<file path="config.mk">
export PLATFORM = sky130hd
export DESIGN_NAME = gpio_arbiter
export DESIGN_NICKNAME = d
export VERILOG_FILES = /design/src/rtl/gpio_pkg.sv /design/src/rtl/gpio_arbiter_rr_picker.sv /design/src/rtl/gpio_arbiter.sv
export SDC_FILE = /design/constraint.sdc
export NUM_CORES = 1
export LEC_CHECK = 0
export ABC_AREA = 1
export BUFFER_PORTS_ARGS = -buffer_cell sky130_fd_sc_hd__buf_2
export CORE_MARGIN = 2
export CORE_UTILIZATION = 49
export CTS_CLUSTER_SIZE = 12
export DETAILED_ROUTE_END_ITERATION = 8
export PLACE_DENSITY = 0.83
export SLEW_MARGIN = 20
export SYNTH_ARGS = -nofsm -noshare
export SYNTH_HDL_FRONTEND = slang
export SYNTH_SLANG_ARGS = --single-unit
</file>
<file path="constraint.sdc">
create_clock -name clk -period 7.85 [get_ports clk]
set_input_delay 0.785 -clock clk [delete_from_list [all_inputs] [get_ports clk]]
set_output_delay 0.785 -clock clk [all_outputs]
set_load 0.01 [all_outputs]
</file>
<file path="src/rtl/gpio_pkg.sv">
// Shared definitions for the GPIO command arbiter: FSM states, opcodes and
// the bit layout of a command word.
package gpio_pkg;

  typedef enum logic [1:0] {
    ST_IDLE    = 2'd0,
    ST_ISSUE   = 2'd1,
    ST_RESPOND = 2'd2
  } arb_state_e;

  typedef enum logic [2:0] {
    OP_WRITE_BIT     = 3'd0,
    OP_WRITE_BYTE    = 3'd1,
    OP_SET_BIT       = 3'd2,
    OP_CLEAR_BIT     = 3'd3,
    OP_TOGGLE_BIT    = 3'd4,
    OP_READ_PIN_BIT  = 3'd5,
    OP_READ_PIN_BYTE = 3'd6,
    OP_PULSE_BIT     = 3'd7
  } gpio_op_e;

  localparam int CMD_ADDR_MSB = 15;
  localparam int CMD_ADDR_LSB = 13;
  localparam int CMD_OP_MSB   = 12;
  localparam int CMD_OP_LSB   = 10;
  localparam int CMD_VAL_MSB  = 9;
  localparam int CMD_VAL_LSB  = 0;

  function automatic gpio_op_e cmd_opcode(input logic [15:0] cmd);
    return gpio_op_e'(cmd[CMD_OP_MSB:CMD_OP_LSB]);
  endfunction

endpackage

</file>
<file path="src/rtl/gpio_arbiter_rr_picker.sv">
// Combinational round-robin selector: first asserted request at or after
// the pointer, wrapping around, as one-hot grant plus binary index.
module rr_picker #(
  parameter int N     = 4,
  parameter int IDX_W = $clog2(N)
) (
  input  logic [N-1:0]     i_req,
  input  logic [IDX_W-1:0] i_ptr,
  output logic [N-1:0]     o_grant,
  output logic [IDX_W-1:0] o_idx,
  output logic             o_any
);

  logic [IDX_W-1:0] w_cand;

  // NOTE: every output gets a default before the loop so no latch is inferred.
  always_comb begin
    o_grant = '0;
    o_idx   = '0;
    o_any   = 1'b0;
    w_cand  = '0;
    for (int i = 0; i < N; i++) begin
      w_cand = IDX_W'((int'(i_ptr) + i) % N);
      if (!o_any && i_req[w_cand]) begin
        o_any           = 1'b1;
        o_grant[w_cand] = 1'b1;
        o_idx           = w_cand;
      end
    end
  end

endmodule

</file>
<file path="src/rtl/gpio_arbiter.sv">
// Round-robin arbiter sharing one GPIO controller command port among
// NUM_REQ requesters, with a single registered response path back.
module gpio_arbiter
  import gpio_pkg::*;
#(
  parameter int NUM_REQ = 4,
  parameter int DATA_W  = 16,
  parameter int REG_W   = 4
) (
  input  logic                      clk,
  input  logic                      sync_rst,
  input  logic                      clk_en,
  input  logic [NUM_REQ-1:0]        Req_REQ,
  output logic [NUM_REQ-1:0]        Req_ACK,
  input  logic [NUM_REQ-1:0]        Req_ResponseRequested,
  input  logic [NUM_REQ*REG_W-1:0]  Req_DestReg,
  input  logic [NUM_REQ*DATA_W-1:0] Req_Data,
  output logic                      IO_REQ,
  output logic                      IO_CommandEn,
  input  logic                      IO_ACK,
  output logic                      IO_ResponseRequested,
  output logic [REG_W-1:0]          IO_DestRegIn,
  output logic [DATA_W-1:0]         IO_DataIn,
  input  logic                      IO_RegResponseFlag,
  input  logic [REG_W-1:0]          IO_DestRegOut,
  input  logic [DATA_W-1:0]         IO_DataOut,
  output logic [NUM_REQ-1:0]        Rsp_Valid,
  input  logic [NUM_REQ-1:0]        Rsp_Ready,
  output logic [REG_W-1:0]          Rsp_DestReg,
  output logic [DATA_W-1:0]         Rsp_Data
);

  localparam int IDX_W = $clog2(NUM_REQ);

  arb_state_e         r_state;
  logic [IDX_W-1:0]   r_ptr;
  logic [IDX_W-1:0]   r_owner;
  logic [DATA_W-1:0]  r_cmd_data;
  logic [REG_W-1:0]   r_cmd_dest;
  logic               r_cmd_rsp;
  logic               r_io_req;
  logic [NUM_REQ-1:0] r_rsp_valid;
  logic [DATA_W-1:0]  r_rsp_data;
  logic [REG_W-1:0]   r_rsp_dest;

  logic [NUM_REQ-1:0] w_grant;
  logic [IDX_W-1:0]   w_idx;
  logic               w_any;
  logic [IDX_W-1:0]   w_next_ptr;
  logic               w_accept;
  logic [DATA_W-1:0]  w_sel_data;
  logic [REG_W-1:0]   w_sel_dest;
  logic               w_sel_rsp;
  logic [NUM_REQ-1:0] w_owner_onehot;

  rr_picker #(
    .N     (NUM_REQ),
    .IDX_W (IDX_W)
  ) u_picker (
    .i_req   (Req_REQ),
    .i_ptr   (r_ptr),
    .o_grant (w_grant),
    .o_idx   (w_idx),
    .o_any   (w_any)
  );

  // Winner's command fields, muxed with constant slice bases.
  always_comb begin
    w_sel_data = '0;
    w_sel_dest = '0;
    w_sel_rsp  = 1'b0;
    for (int i = 0; i < NUM_REQ; i++) begin
      if (w_idx == IDX_W'(i)) begin
        w_sel_data = Req_Data[i*DATA_W +: DATA_W];
        w_sel_dest = Req_DestReg[i*REG_W +: REG_W];
        w_sel_rsp  = Req_ResponseRequested[i];
      end
    end
  end

  assign w_next_ptr     = (w_idx == IDX_W'(NUM_REQ - 1)) ? '0 : w_idx + 1'b1;
  assign w_owner_onehot = NUM_REQ'(1) << r_owner;

  // The accept pulse is the only combinational output: it must coincide with
  // the cycle in which the winner's fields are latched.
  assign w_accept = (r_state == ST_IDLE) && clk_en && !sync_rst && w_any;
  assign Req_ACK  = w_accept ? w_grant : '0;

  // NOTE: non-blocking assignments only; the command and response latches
  // are reset too, so a dropped command leaves nothing stale on the outputs.
  always_ff @(posedge clk) begin
    if (sync_rst) begin
      r_state     <= ST_IDLE;
      r_ptr       <= '0;
      r_owner     <= '0;
      r_cmd_data  <= '0;
      r_cmd_dest  <= '0;
      r_cmd_rsp   <= 1'b0;
      r_io_req    <= 1'b0;
      r_rsp_valid <= '0;
      r_rsp_data  <= '0;
      r_rsp_dest  <= '0;
    end else if (clk_en) begin
      case (r_state)
        ST_IDLE: begin
          if (w_any) begin
            r_cmd_data <= w_sel_data;
            r_cmd_dest <= w_sel_dest;
            r_cmd_rsp  <= w_sel_rsp;
            r_owner    <= w_idx;
            r_ptr      <= w_next_ptr;
            r_io_req   <= 1'b1;
            r_state    <= ST_ISSUE;
          end
        end
        ST_ISSUE: begin
          if (IO_ACK) begin
            r_rsp_data <= IO_DataOut;
            r_rsp_dest <= IO_DestRegOut;
            r_io_req   <= 1'b0;
            if (IO_RegResponseFlag) begin
              r_rsp_valid <= w_owner_onehot;
              r_state     <= ST_RESPOND;
            end else begin
              r_state <= ST_IDLE;
            end
          end
        end
        ST_RESPOND: begin
          // Only the owner's ready can retire the response.
          if (Rsp_Ready[r_owner]) begin
            r_rsp_valid <= '0;
            r_state     <= ST_IDLE;
          end
        end
        default: begin
          r_io_req    <= 1'b0;
          r_rsp_valid <= '0;
          r_state     <= ST_IDLE;
        end
      endcase
    end
  end

  assign IO_REQ               = r_io_req;
  assign IO_CommandEn         = r_io_req;
  assign IO_ResponseRequested = r_cmd_rsp;
  assign IO_DestRegIn         = r_cmd_dest;
  assign IO_DataIn            = r_cmd_data;
  assign Rsp_Valid            = r_rsp_valid;
  assign Rsp_DestReg          = r_rsp_dest;
  assign Rsp_Data             = r_rsp_data;

endmodule

</file>
==> results of run 1 <==
power by group through the flow:
stage	Sequential (mW)	Combinational (mW)	Clock (mW)
5_1_grt	0.401	1.55	0.173
2_1_floorplan	0.413	1.02	0
3_5_place_dp	0.397	1.33	0
4_1_cts	0.391	1.33	0.163
3_3_place_gp	0.394	1.29	0
6_report	0.391	1.34	0.158
kinds of logic after synthesis:
logic type      after synthesis  synth area share, %
fa+ha+maj                    11                4.351
buf+inv                      63                9.059
compound gates              121                19.38
flops                        52                32.91
simple gates                253                34.30
worst max-delay path by stage:
stage	endpoint	startpoint	cells after the start
CTS	IO_DataIn[0]	r_ptr[0]	18
floorplan	IO_DataIn[10]	r_ptr[0]	20
finish	IO_DataIn[0]	r_ptr[0]	18
global placement	IO_DataIn[0]	r_ptr[0]	18
detailed placement	IO_DataIn[0]	r_ptr[0]	18
global route	IO_DataIn[0]	r_ptr[0]	18
through the flow:
stage	hold slack, ns	cell area [um2]
floorplan	0.4835	3163
detailed placement	0.4531	3948
global placement	0.4468	3948
global route	0.5112	4049
CTS	0.4678	4044
finish	0.4649	4049
registers in the layout, summed over array words and instances (netlist names):
signal and flops:
Rsp_Valid 4, r_ptr 2, Rsp_DestReg 4, IO_CommandEn 1, IO_DataIn 16, IO_ResponseRequested 1, r_state 2, Rsp_Data 16
IO_DestRegIn 4, r_owner 2
layout by cell type, fill, tap and decap left out, types with 10 or more instances in the layout:
master and count:
ha_1 10, o21ai_0 75, a21oi_1 28, inv_1 29, nand3_1 17, buf_2 167, nor2_1 99, o21ai_1 15
dfxtp_1 52, nand2_1 115
final cells by class:
class	instances	area, um2	area share (%)
well taps	77	96.34	2.379
clock buffers	5	68.82	1.700
clock inverters	3	27.53	0.6799
flip-flops and latches	52	1041	25.71
repair buffers	167	835.8	20.64
multi-input cells	385	1841	45.46
inverters	35	138.9	3.430
metal layers:
layer	track usage (%)	share of wire, %
met1	29.08	42
met4	6.782	2.3
met3	4.130	7.7
met5	0	0
met2	41.99	48
critical path: stages, from the launching register on:
cell and delay (ns):
dfxtp_1 0.70, inv_6 0.09, ha_1 0.36, inv_1 0.10, nand2_1 0.06, nand2_1 0.20
inv_1 0.16, nand2_1 0.09, nand2_1 0.06, nand2_1 0.13, inv_1 0.08, ha_1 0.47
nor2_2 0.72, nand2_1 0.13, nand2_1 0.11, o21ai_0 0.10, o21ai_0 0.20, o21ai_0 0.11
nor2_1 0.12
==> reports/summary.txt, run 1 <==
Final Skew -> 0.006954 ns
most frequent cell after synthesis -> nand2_1
H-tree depth -> 2
clk root buf -> clkbuf_8
final core utilization -> 64.13%
final worst slack -> 3.798 ns
hold endpoint -> IO_CommandEn
Crit path required time -> 8.10 ns
Worst-path clk slew -> 0.10 ns
main area contributors after synthesis -> dfxtp_1 33%, nand2_1 14%, nor2_1 12%
vias per inst -> 5.090
Initial Util -> 50.10%
sequential share of the synthesized area -> 32.91%
Min-Delay Path Class -> register to register
worst slew pin tran -> 0.7633 ns
vias in the first global route -> 3322
number of flops mapped to enable cells by yosys -> 0
post-synth top area cell -> dfxtp_1
r2r worst-path depth -> 18
ys flop type -> dfxtp_1
FP Rows -> 29
Diodes inserted -> 0
CTS max path bufs -> 2
wire per inst -> 11.84 um
drt total wl -> 8571 um
# clock sinks -> 52
R2R setup slack -> 3.80 ns
Max IR drop VDD -> 0.0004300 V
PD cells -> 467.7 mW/mm2
Syn Nets -> 628
via count -> 3685
Inserted Clock Buffers -> 5
# port buffers -> 167
Flop pwr share -> 20.7%
Slew headroom -> 49.11%
initial antenna violation count -> 0
Detailed Place HPWL -> 6774 um
Switching Power -> 1.029 mW
TritonCTS clock tree -> done
Ports -> 168
DRT iter0 DRCs -> 131
#FFs+latches synth -> 52
largest net degree at the start of global routing -> 49
average size of a mapped cell -> 6.326 um2
Skew-Pair Late Insertion Delay -> 0.31 ns
P&R area growth vs syn -> 28.01%
final period utilization -> 51.62%
Peak Freq -> 0.2468 GHz
# nets final -> 774
Final Critical Period -> 4.052 ns
Static Leak -> 2.151 nW
Pins Over Slew Limit -> 0
Cells after DPL -> 716
Net Sw Frac -> 54.32%
# setup viols final -> 0
first-pass GRT wire length -> 14180 um
Gate Count Post-Synth -> 500
share of layout cells above drive strength 1 -> 30.14%
Logic pwr share -> 71.0%
synthesized area -> 0.003163 mm2
Worst Path Arrival -> 4.30 ns
Crit Reg-Reg Startpoint -> r_ptr[0]
Commonest cells post-synth -> 115 x nand2_1, 100 x nor2_1, 75 x o21ai_0, 52 x dfxtp_1, 30 x inv_1
top-area cell type share of the netlist area -> 32.91%
min-delay src -> IO_CommandEn
Fillers -> 614
final weighted congestion in routability-driven placement -> 0.9350
startpoint types -> register
clock network fraction of design power -> 8.4%
Total GRT Usage -> 23.54%
critical setup path kind -> register to register
Overflow after GRT -> 0
DRC -> 0
CP Capture Type -> register
FFs w/ async S/R, synth -> 0%
Post-Place Setup Slack -> 3.518 ns
Finished Layout Cells -> 724
post-CTS sizing -> 0
Die Width -> 84.35 um
drt pass-1 iters -> 4
Pint -> 0.8651 mW
max_cap viols -> 0
Fin Setup TNS -> 0 ns
CTS Hold Bufs -> 0
YS warnings -> 0
worst hold stages -> 2
crit path max fanout -> 22
Core Region -> 0.006314 mm2
RSZ-0062 raised after global routing -> false
Synth cell types -> 24
outcome -> completed
R2R Path End -> IO_DataIn[0]
die height -> 84.35 um
Final ANT Viol Nets -> 0
PnR Total Power -> 1.894 mW
Hold Vio Cnt, Final -> 0
die area -> 0.007114 mm2
Post-CTS Setup Bufs -> 0
Note: power is estimated with default switching activity, not from simulation.
==> run 2, diff against run 1 <==
--- a/config.mk
+++ b/config.mk
@@ -8,10 +8,10 @@
 export ABC_AREA = 1
 export BUFFER_PORTS_ARGS = -buffer_cell sky130_fd_sc_hd__buf_2
 export CORE_MARGIN = 2
-export CORE_UTILIZATION = 49
+export CORE_UTILIZATION = 46
 export CTS_CLUSTER_SIZE = 12
 export DETAILED_ROUTE_END_ITERATION = 8
-export PLACE_DENSITY = 0.83
+export PLACE_DENSITY = 0.79
 export SLEW_MARGIN = 20
 export SYNTH_ARGS = -nofsm -noshare
 export SYNTH_HDL_FRONTEND = slang
==> constraint.sdc (replaced) <==
create_clock -name clk -period 4 [get_ports clk]
set_input_delay 0.4 -clock clk [delete_from_list [all_inputs] [get_ports clk]]
set_output_delay 0.4 -clock clk [all_outputs]
set_load 0.01 [all_outputs]
==> run 2 against run 1 <==
Compared with the run above:
- non-clock buffer count is 5 higher
- register-to-register slack worse by 3.1 ns
- setup slack worse by 3.1 ns
- sequential power is 97% higher
- flip-flop and latch count stayed put
- fmax is 23% higher
- final cell count is 1.1% higher
- worst hold slack worse by 0.12 ns
- global-route usage is 0.73 points lower
- first-iteration DRC count is 12% higher
- core utilization is 3.4 points lower
==> reports/summary.txt, run 2 (same netlist as run 1, synthesis figures left out) <==
Inserted Clock Buffers -> 5
hold endpoint -> Rsp_Valid[1]
Die Width -> 86.92 um
met1 GRT Util -> 27.64%
drt pass-1 iters -> 4
PD cells -> 922.1 mW/mm2
die area -> 0.007555 mm2
worst slew pin tran -> 0.6574 ns
final period utilization -> 82.53%
most frequent cells in the layout -> 167 x buf_2, 115 x nand2_1, 100 x nor2_1
startpoint types -> register
Fin Setup TNS -> 0 ns
Overflow after GRT -> 0
initial antenna violation count -> 0
H-tree depth -> 2
via count -> 3694
min-delay src -> sync_rst
Total GRT Usage -> 22.81%
share of layout cells above drive strength 1 -> 30.37%
# nets final -> 779
drt total wl -> 8895 um
R2R Path End -> IO_DataIn[15]
RSZ-0062 raised after global routing -> false
max_cap viols -> 0
post-CTS sizing -> 0
Pins Over Slew Limit -> 0
Slew headroom -> 56.11%
Max IR drop VDD -> 0.0008143 V
Skew-Pair Late Insertion Delay -> 0.31 ns
TritonCTS clock tree -> done
wire per inst -> 12.15 um
Detailed Place HPWL -> 7030 um
gr busiest metal -> met2
Min-Delay Path Class -> input pin to register
crit path max fanout -> 15
# port buffers -> 167
Ports -> 168
CTS max path bufs -> 2
vias per inst -> 5.046
largest net degree at the start of global routing -> 49
DRT iter0 DRCs -> 147
Cells after DPL -> 724
Initial Util -> 47.08%
CP Capture Type -> register
P&R area growth vs syn -> 29.07%
Static Leak -> 2.177 nW
r2r worst-path depth -> 17
R2R setup slack -> 0.70 ns
# clock sinks -> 52
Finished Layout Cells -> 732
# setup viols final -> 0
Hold Vio Cnt, Final -> 0
critical setup path kind -> register to register
Crit Reg-Reg Startpoint -> r_ptr[0]
outcome -> completed
Post-CTS Setup Bufs -> 0
Crit path required time -> 4.25 ns
leading cell type in the layout, fill and taps excluded -> buf_2
Worst Path Arrival -> 3.55 ns
Worst-path clk slew -> 0.10 ns
FP Rows -> 30
Fillers -> 661
die height -> 86.92 um
Final ANT Viol Nets -> 0
final weighted congestion in routability-driven placement -> 0.8900
Diodes inserted -> 0
first-pass GRT wire length -> 14010 um
DRC -> 0
Final Skew -> 0.01098 ns
vias in the first global route -> 3185
met3 usage -> 4.076%
CTS Hold Bufs -> 0
worst hold stages -> 2
Core Region -> 0.006719 mm2
Final Critical Period -> 3.301 ns
clk root buf -> clkbuf_8
GR Layer Usage met2 -> 41.78%
Peak Freq -> 0.3029 GHz
==> run 2: changes by cell type in the layout (fill, tap and decap cells not counted), sizes merged <==
| cell | change |
|---|---|
| buf | +5 |
| clkinv | -1 |
| inv | +1 |
==> run 2: worst max path at each step <==
stage,startpoint,end,slack (ns),cells past startpoint
2_1_floorplan,r_ptr[0],IO_DataIn[10],1.14,20
3_3_place_gp,r_ptr[0],IO_DataIn[15],0.83,17
3_5_place_dp,r_ptr[0],IO_DataIn[7],0.73,17
4_1_cts,r_ptr[0],IO_DataIn[7],0.69,17
5_1_grt,r_ptr[0],IO_DestRegIn[2],0.31,19
6_report,r_ptr[0],IO_DataIn[15],0.70,17
==> run 2: critical path, cell delays in order (launching register included) <==
cell and delay, ns:
dfxtp_1 0.69, inv_6 0.09, ha_1 0.35, inv_1 0.11
nand3_1 0.08, nand2_1 0.10, inv_2 0.06, nor2_1 0.25
nor2_1 0.07, nand2_1 0.11, nand2_1 0.13, ha_1 0.24
inv_1 0.30, buf_4 0.21, o21ai_0 0.11, o21ai_0 0.15
o21ai_1 0.08, nor2_1 0.11
==> run 2: metrics by stage <==
stage                     worst slack, ns  total power, mW  instance area [um2]  util, %  hold WS [ns]
after floorplan                     1.141            2.818                 3163        -        0.4691
after global placement             0.8345            3.383                 3989    59.37        0.4502
after detailed placement           0.7325            3.450                 3989    59.37        0.4664
after CTS                          0.6917            3.774                 4083    60.76        0.3282
after global routing               0.3091            4.225                 4083    60.76        0.3272
final                              0.6988            3.765                 4083    60.76        0.3403
==> run 2: layout make-up <==
cell class              count  area (um2)  share of cell area (%)
clock buffers               5       68.82                   1.686
clock inverters             3       25.02                  0.6129
inverters                  35       138.9                   3.402
multi-input cells         385        1836                   44.96
flip-flops and latches     52        1041                   25.50
well taps                  80       100.1                   2.452
repair buffers            172       873.3                   21.39
==> run 2: power breakdown <==
part	switching [mW]	total, mW	internal [mW]
sequential	0.113	0.772	0.659
clock	0.188	0.316	0.128
combinational	1.71	2.68	0.965
==> run 2: per-layer routing <==
layer / wire (um) / up-vias
met5: 0 / -
met4: 100 / 0
met3: 563 / 10
met2: 4383 / 152
met1: 3847 / 1619
li1: - / 1913
